<file path="src/rtl/axi_riscv_atomics_key_ctrl.sv">
// axi_riscv_atomics_key_ctrl: stages a new atomics key and swaps it once all AW/AR traffic has drained
module axi_riscv_atomics_key_ctrl #(
    parameter int unsigned  MAX_TXNS  = 8,
    parameter logic [127:0] KEY_RESET = '0
) (
    input  logic         clk_i,
    input  logic         rst_ni,
    input  logic         cfg_we_i,
    input  logic [1:0]   cfg_idx_i,
    input  logic [31:0]  cfg_wdata_i,
    input  logic         cfg_commit_i,
    output logic         cfg_ready_o,
    output logic         done_o,
    output logic [127:0] key_o,
    input  logic         up_aw_valid_i,
    output logic         dn_aw_valid_o,
    input  logic         dn_aw_ready_i,
    output logic         up_aw_ready_o,
    input  logic         up_ar_valid_i,
    output logic         dn_ar_valid_o,
    input  logic         dn_ar_ready_i,
    output logic         up_ar_ready_o,
    input  logic         b_valid_i,
    input  logic         b_ready_i,
    input  logic         r_valid_i,
    input  logic         r_ready_i,
    input  logic         r_last_i
);
    localparam int unsigned CW = $clog2(MAX_TXNS + 1);
    typedef enum logic [1:0] {IDLE, DRAIN, SWAP} state_e;
    state_e           state, state_nxt;
    logic [CW-1:0]    wcnt, rcnt;
    logic [3:0][31:0] shadow;
    logic             aw_pend, ar_pend, blk_aw, blk_ar;
    logic             aw_hs, ar_hs, b_hs, r_hs, drained;
    // A valid already shown downstream stays up even while blocking
    assign blk_aw        = (state != IDLE || wcnt == CW'(MAX_TXNS)) && !aw_pend;
    assign blk_ar        = (state != IDLE || rcnt == CW'(MAX_TXNS)) && !ar_pend;
    assign dn_aw_valid_o = up_aw_valid_i && !blk_aw;
    assign up_aw_ready_o = dn_aw_ready_i && !blk_aw;
    assign dn_ar_valid_o = up_ar_valid_i && !blk_ar;
    assign up_ar_ready_o = dn_ar_ready_i && !blk_ar;
    assign aw_hs         = dn_aw_valid_o && dn_aw_ready_i;
    assign ar_hs         = dn_ar_valid_o && dn_ar_ready_i;
    assign b_hs          = b_valid_i && b_ready_i;
    assign r_hs          = r_valid_i && r_ready_i && r_last_i;
    assign drained       = wcnt == '0 && rcnt == '0 && !aw_pend && !ar_pend;
    always_ff @(posedge clk_i) begin
        if (!rst_ni) state <= IDLE;
        else state <= state_nxt;
    end
    always_comb begin
        state_nxt = (state == IDLE && cfg_commit_i) ? DRAIN :
                    (state == DRAIN && drained)     ? SWAP  :
                    (state == SWAP)                 ? IDLE  : state;
    end
    always_comb begin
        cfg_ready_o = state == IDLE;
        done_o      = state == SWAP;
    end
    always_ff @(posedge clk_i) begin
        if (!rst_ni) begin
            key_o   <= KEY_RESET;
            shadow  <= '0;
            wcnt    <= '0;
            rcnt    <= '0;
            aw_pend <= 1'b0;
            ar_pend <= 1'b0;
        end else begin
            if (state == IDLE && cfg_we_i) shadow[cfg_idx_i] <= cfg_wdata_i;
            if (state == SWAP) key_o <= shadow;
            wcnt    <= wcnt + CW'(aw_hs && !b_hs) - CW'(b_hs && !aw_hs);
            rcnt    <= rcnt + CW'(ar_hs && !r_hs) - CW'(r_hs && !ar_hs);
            aw_pend <= dn_aw_valid_o && !dn_aw_ready_i;
            ar_pend <= dn_ar_valid_o && !dn_ar_ready_i;
        end
    end
    always_ff @(posedge clk_i) begin
        if (rst_ni) assert (!(b_hs && !aw_hs && wcnt == '0) && !(r_hs && !ar_hs && rcnt == '0));
    end
endmodule
</file>
<file path="config.mk">
export PLATFORM = sky130hd
export DESIGN_NAME = axi_riscv_atomics_key_ctrl
export DESIGN_NICKNAME = d
export VERILOG_FILES = /design/src/rtl/axi_riscv_atomics_key_ctrl.sv
export SDC_FILE = /design/constraint.sdc
export NUM_CORES = 1
export LEC_CHECK = 0
export BUFFER_PORTS_ARGS = -buffer_cell sky130_fd_sc_hd__buf_2
export CAP_MARGIN = 20
export CORE_AREA = 2 2 160 162
export DETAILED_ROUTE_END_ITERATION = 8
export DIE_AREA = 0 0 162 164
export MAX_ROUTING_LAYER = met4
export PLACE_DENSITY = 0.57
export SYNTH_ARGS = -nofsm -noshare
export SYNTH_HDL_FRONTEND = slang
export SYNTH_SLANG_ARGS = --single-unit
export TNS_END_PERCENT = 1
</file>
<file path="constraint.sdc">
create_clock -name clk_i -period 5.7 [get_ports clk_i]
set_clock_uncertainty 0.15 [all_clocks]
set_input_delay 0.57 -clock clk_i [delete_from_list [all_inputs] [get_ports clk_i]]
set_output_delay 0.57 -clock clk_i [all_outputs]
set_load 0.03 [all_outputs]
</file>
==> results_dict.tcl <==
set metrics [dict create \
    grt_max_degree 95 \
    worst_slew_pin_slew_ns 0.997 \
    clk-insertion-delay-late_ns 0.53 \
    vias_per_cell 4.78 \
    whs_ns 0.0776 \
    first_pass_iters 4 \
    cp-end-kind "output pin" \
    num_vias 7540 \
    drt_first_iter_violations 416 \
    io_pins 181 \
    core_um2 24800 \
    critPathMaxFanout 64 \
    initial_core_util_pct 39.5 \
    rsz0062_at_grt "false" \
    cts_resized 0 \
    clkPwrFrac_pct 43.3 \
    slew_headroom_pct 33.4 \
    final_util_pct 47.3 \
    syn_inst 1086 \
    min_period_over_period_pct 55.6 \
    synth-main-ff-cell "dfxtp_1" \
    p_switching_mw 1.00 \
    areaGrowthSynthToFinish_pct 19.7 \
    cp-start-kind "flip-flop" \
    p_sw_share_pct 24.2 \
    cell_internal_pwr_mw 3.14 \
    synth_cell_types 33 \
    yosys.area.top_type "dfxtp_1" \
    grt_overflow 0 \
    grt.total_usage_pct 17.6 \
    clockBufferDepth 3 \
    peakVddDrop_v 0.000215 \
    clk_pin_slew_ns 0.06 \
    wire_per_inst_um 14.9 \
    setup_viol 0 \
    cts-root-buf "clkbuf_16" \
    grt_pass1_vias 7186 \
    synth_area_leaders "dfxtp_1, nand2_1, mux2i_1, a21oi_1, buf_2" \
    maxCapViolCount 0 \
    io_buffers 180 \
    critPathRequiredTime_ns 4.98 \
    postSynthAreaPerCell_um2 9.03 \
    period_minus_slack_ns 3.17 \
    synth-edff-count 0 \
    min_path_type "in -> reg" \
    dp_hpwl_um 14300 \
    drive_above_1_share_pct 19.2 \
    drv_slew 0 \
    outcome "complete, no violations" \
    syn_nets 1147 \
    hold_viol 0 \
    cts-hold-fix-buffers 0 \
    yosysTopAreaCellShare_pct 54.7 \
    nets 1288 \
    worst_ep_arrival_time_ns 2.45 \
    yosysSeqAreaShare_pct 54.7 \
    antenna_found_initial 0 \
    numCtsBuffers 28 \
    pwr-share-seq_pct 47.5 \
    dieWidth_um 162 \
    cellPowerDensity_nw_per_um2 353 \
    htreeDepth 1 \
    synth_area_um2 9810 \
    tns_ns 0 \
    globalplace.congestion 0.730 \
    drc_errors 0 \
    ant_nets 0 \
    leakagePower_nw 5.04 \
    synthArstFlopShare_pct 0 \
    rows 58 \
    fmax_mhz 316 \
    ys_seq_elements 268 \
    power_frac_comb_pct 9.2 \
    fillers 2485 \
    yosys_warnings 0 \
    grt_first_pass_wirelength_um 37200 \
    tritoncts "built" \
    die_h_um 164 \
    wl_um 23600 \
    fp.dieArea_um2 26600 \
    clock-sinks 268 \
    crit_type "reg -> out" \
    postCtsSetupBuffers 0 \
]
sequential cells by signal, summed over array words and instances (netlist names):
register	count
key_o	128
shadow	128
rcnt	4
wcnt	4
state	2
ar_pend	1
aw_pend	1
worst paths after layout:
| kind | from | to | slack (ns) | cells after the start |
|---|---|---|---|---|
| setup / recovery | state[1]$_SDFFE_PP0P_ | done_o | 2.53 | 3 |
| hold / removal | dn_aw_ready_i | aw_pend$_SDFF_PN0_ | 0.08 | 2 |
| setup reg to reg | state[1]$_SDFFE_PP0P_ | key_o[13]$_SDFFE_PN0P_ | 2.87 | 5 |
| hold reg to reg | shadow[79]$_SDFFE_PN0P_ | key_o[79]$_SDFFE_PN0P_ | 0.30 | 2 |
power groups by stage:
stage	sequential (mW)	combinational, mW	clock (mW)
after floorplan	2.01	0.289	0
after global placement	2.01	0.383	0
after detailed placement	2.01	0.389	0
after CTS	1.97	0.390	1.84
after global routing	1.97	0.427	1.93
final	1.97	0.382	1.79
synth_stat cells, drive strengths merged (3+ instances only):
library cell,instances
inv,13
a21boi,5
ha,12
nor2b,4
nand2,419
nand2b,3
and2,5
a21oi,128
mux2i,130
buf,45
clkbuf,30
dfxtp,268
nor2,3
area by class of cell:
type / count / area [um^2] / area share, %
Timing Repair Buffer: 186 / 952 / 8.12
Sequential cell: 268 / 5370 / 45.7
Tap cell: 330 / 413 / 3.52
Inverter: 13 / 53.8 / 0.459
Clock buffer: 41 / 811 / 6.91
Multi-Input combinational cell: 730 / 4040 / 34.4
Antenna cell: 1 / 2.50 / 0.0213
Clock inverter: 9 / 95.1 / 0.810
cell families (layout without fill, tap and decap cells):
family | Yosys count | after routing | share of synthesized area [%]
other | 0 | 1 | 0
multiplexers | 130 | 130 | 13.3
adder cells (fa/ha/maj) | 14 | 14 | 1.94
flip-flops | 268 | 268 | 54.7
XOR/XNOR | 2 | 2 | 0.179
AND/OR/NAND/NOR | 447 | 447 | 18.3
buffers and inverters | 88 | 249 | 4.35
AO/OA/AOI/OAI | 137 | 137 | 7.26
placed cells by master, fill, tap and decap left out:
| cell type | Yosys | routed |
|---|---|---|
| o211a_1 | 1 | 1 |
| a21o_1 | 2 | 2 |
| nor4_2 | 1 | 1 |
| or4_1 | 1 | 1 |
| diode_2 | 0 | 1 |
| clkbuf_1 | 30 | 8 |
| inv_4 | 0 | 2 |
| nand4_4 | 0 | 1 |
| buf_6 | 6 | 1 |
| bufinv_16 | 0 | 2 |
| buf_2 | 35 | 179 |
| nor2_4 | 1 | 1 |
| a21oi_1 | 128 | 128 |
| a21boi_0 | 5 | 5 |
| and4bb_2 | 0 | 1 |
| dfxtp_1 | 268 | 268 |
| and4b_2 | 0 | 1 |
| clkinv_2 | 0 | 7 |
| nor2b_1 | 4 | 4 |
| fa_1 | 2 | 2 |
| nand4b_4 | 0 | 1 |
| inv_1 | 12 | 11 |
| a311oi_1 | 1 | 1 |
| clkbuf_16 | 0 | 29 |
| xnor2_1 | 2 | 2 |
| nand2_1 | 419 | 419 |
| nand2b_1 | 3 | 2 |
| clkbuf_8 | 0 | 4 |
| mux2i_1 | 130 | 130 |
| nand3b_1 | 2 | 2 |
| or3b_2 | 2 | 2 |
| buf_4 | 2 | 6 |
| and2_1 | 5 | 5 |
| nor4b_1 | 2 | 2 |
| ha_1 | 12 | 12 |
| nor2_1 | 2 | 2 |
| and3_1 | 1 | 1 |
| nand2b_4 | 0 | 1 |
metrics by stage:
step	total power, mW	setup slack (ns)	cell area, um^2	cells
2_1_floorplan	2.29	3.17	9810	1086
3_3_place_gp	2.39	2.91	10800	1527
6_report	4.14	2.53	11700	1578
3_5_place_dp	2.40	2.84	10800	1527
4_1_cts	4.19	2.49	11700	1577
5_1_grt	4.32	2.38	11700	1577
critical path, stage by stage (launching register included):
cell	delay, ns
dfxtp_1	0.46
nand2b_4	0.42
inv_4	0.70
buf_2	0.33
layer usage:
metal  vias up  wire [um]  GRT usage [%]
li1       3803          -              -
met1      3547      11200           23.4
met2       159      10800           28.6
met3        31       1220           2.98
met4         0        331           3.58
met5         -          0              -
Power figures use the tool's default switching activity.
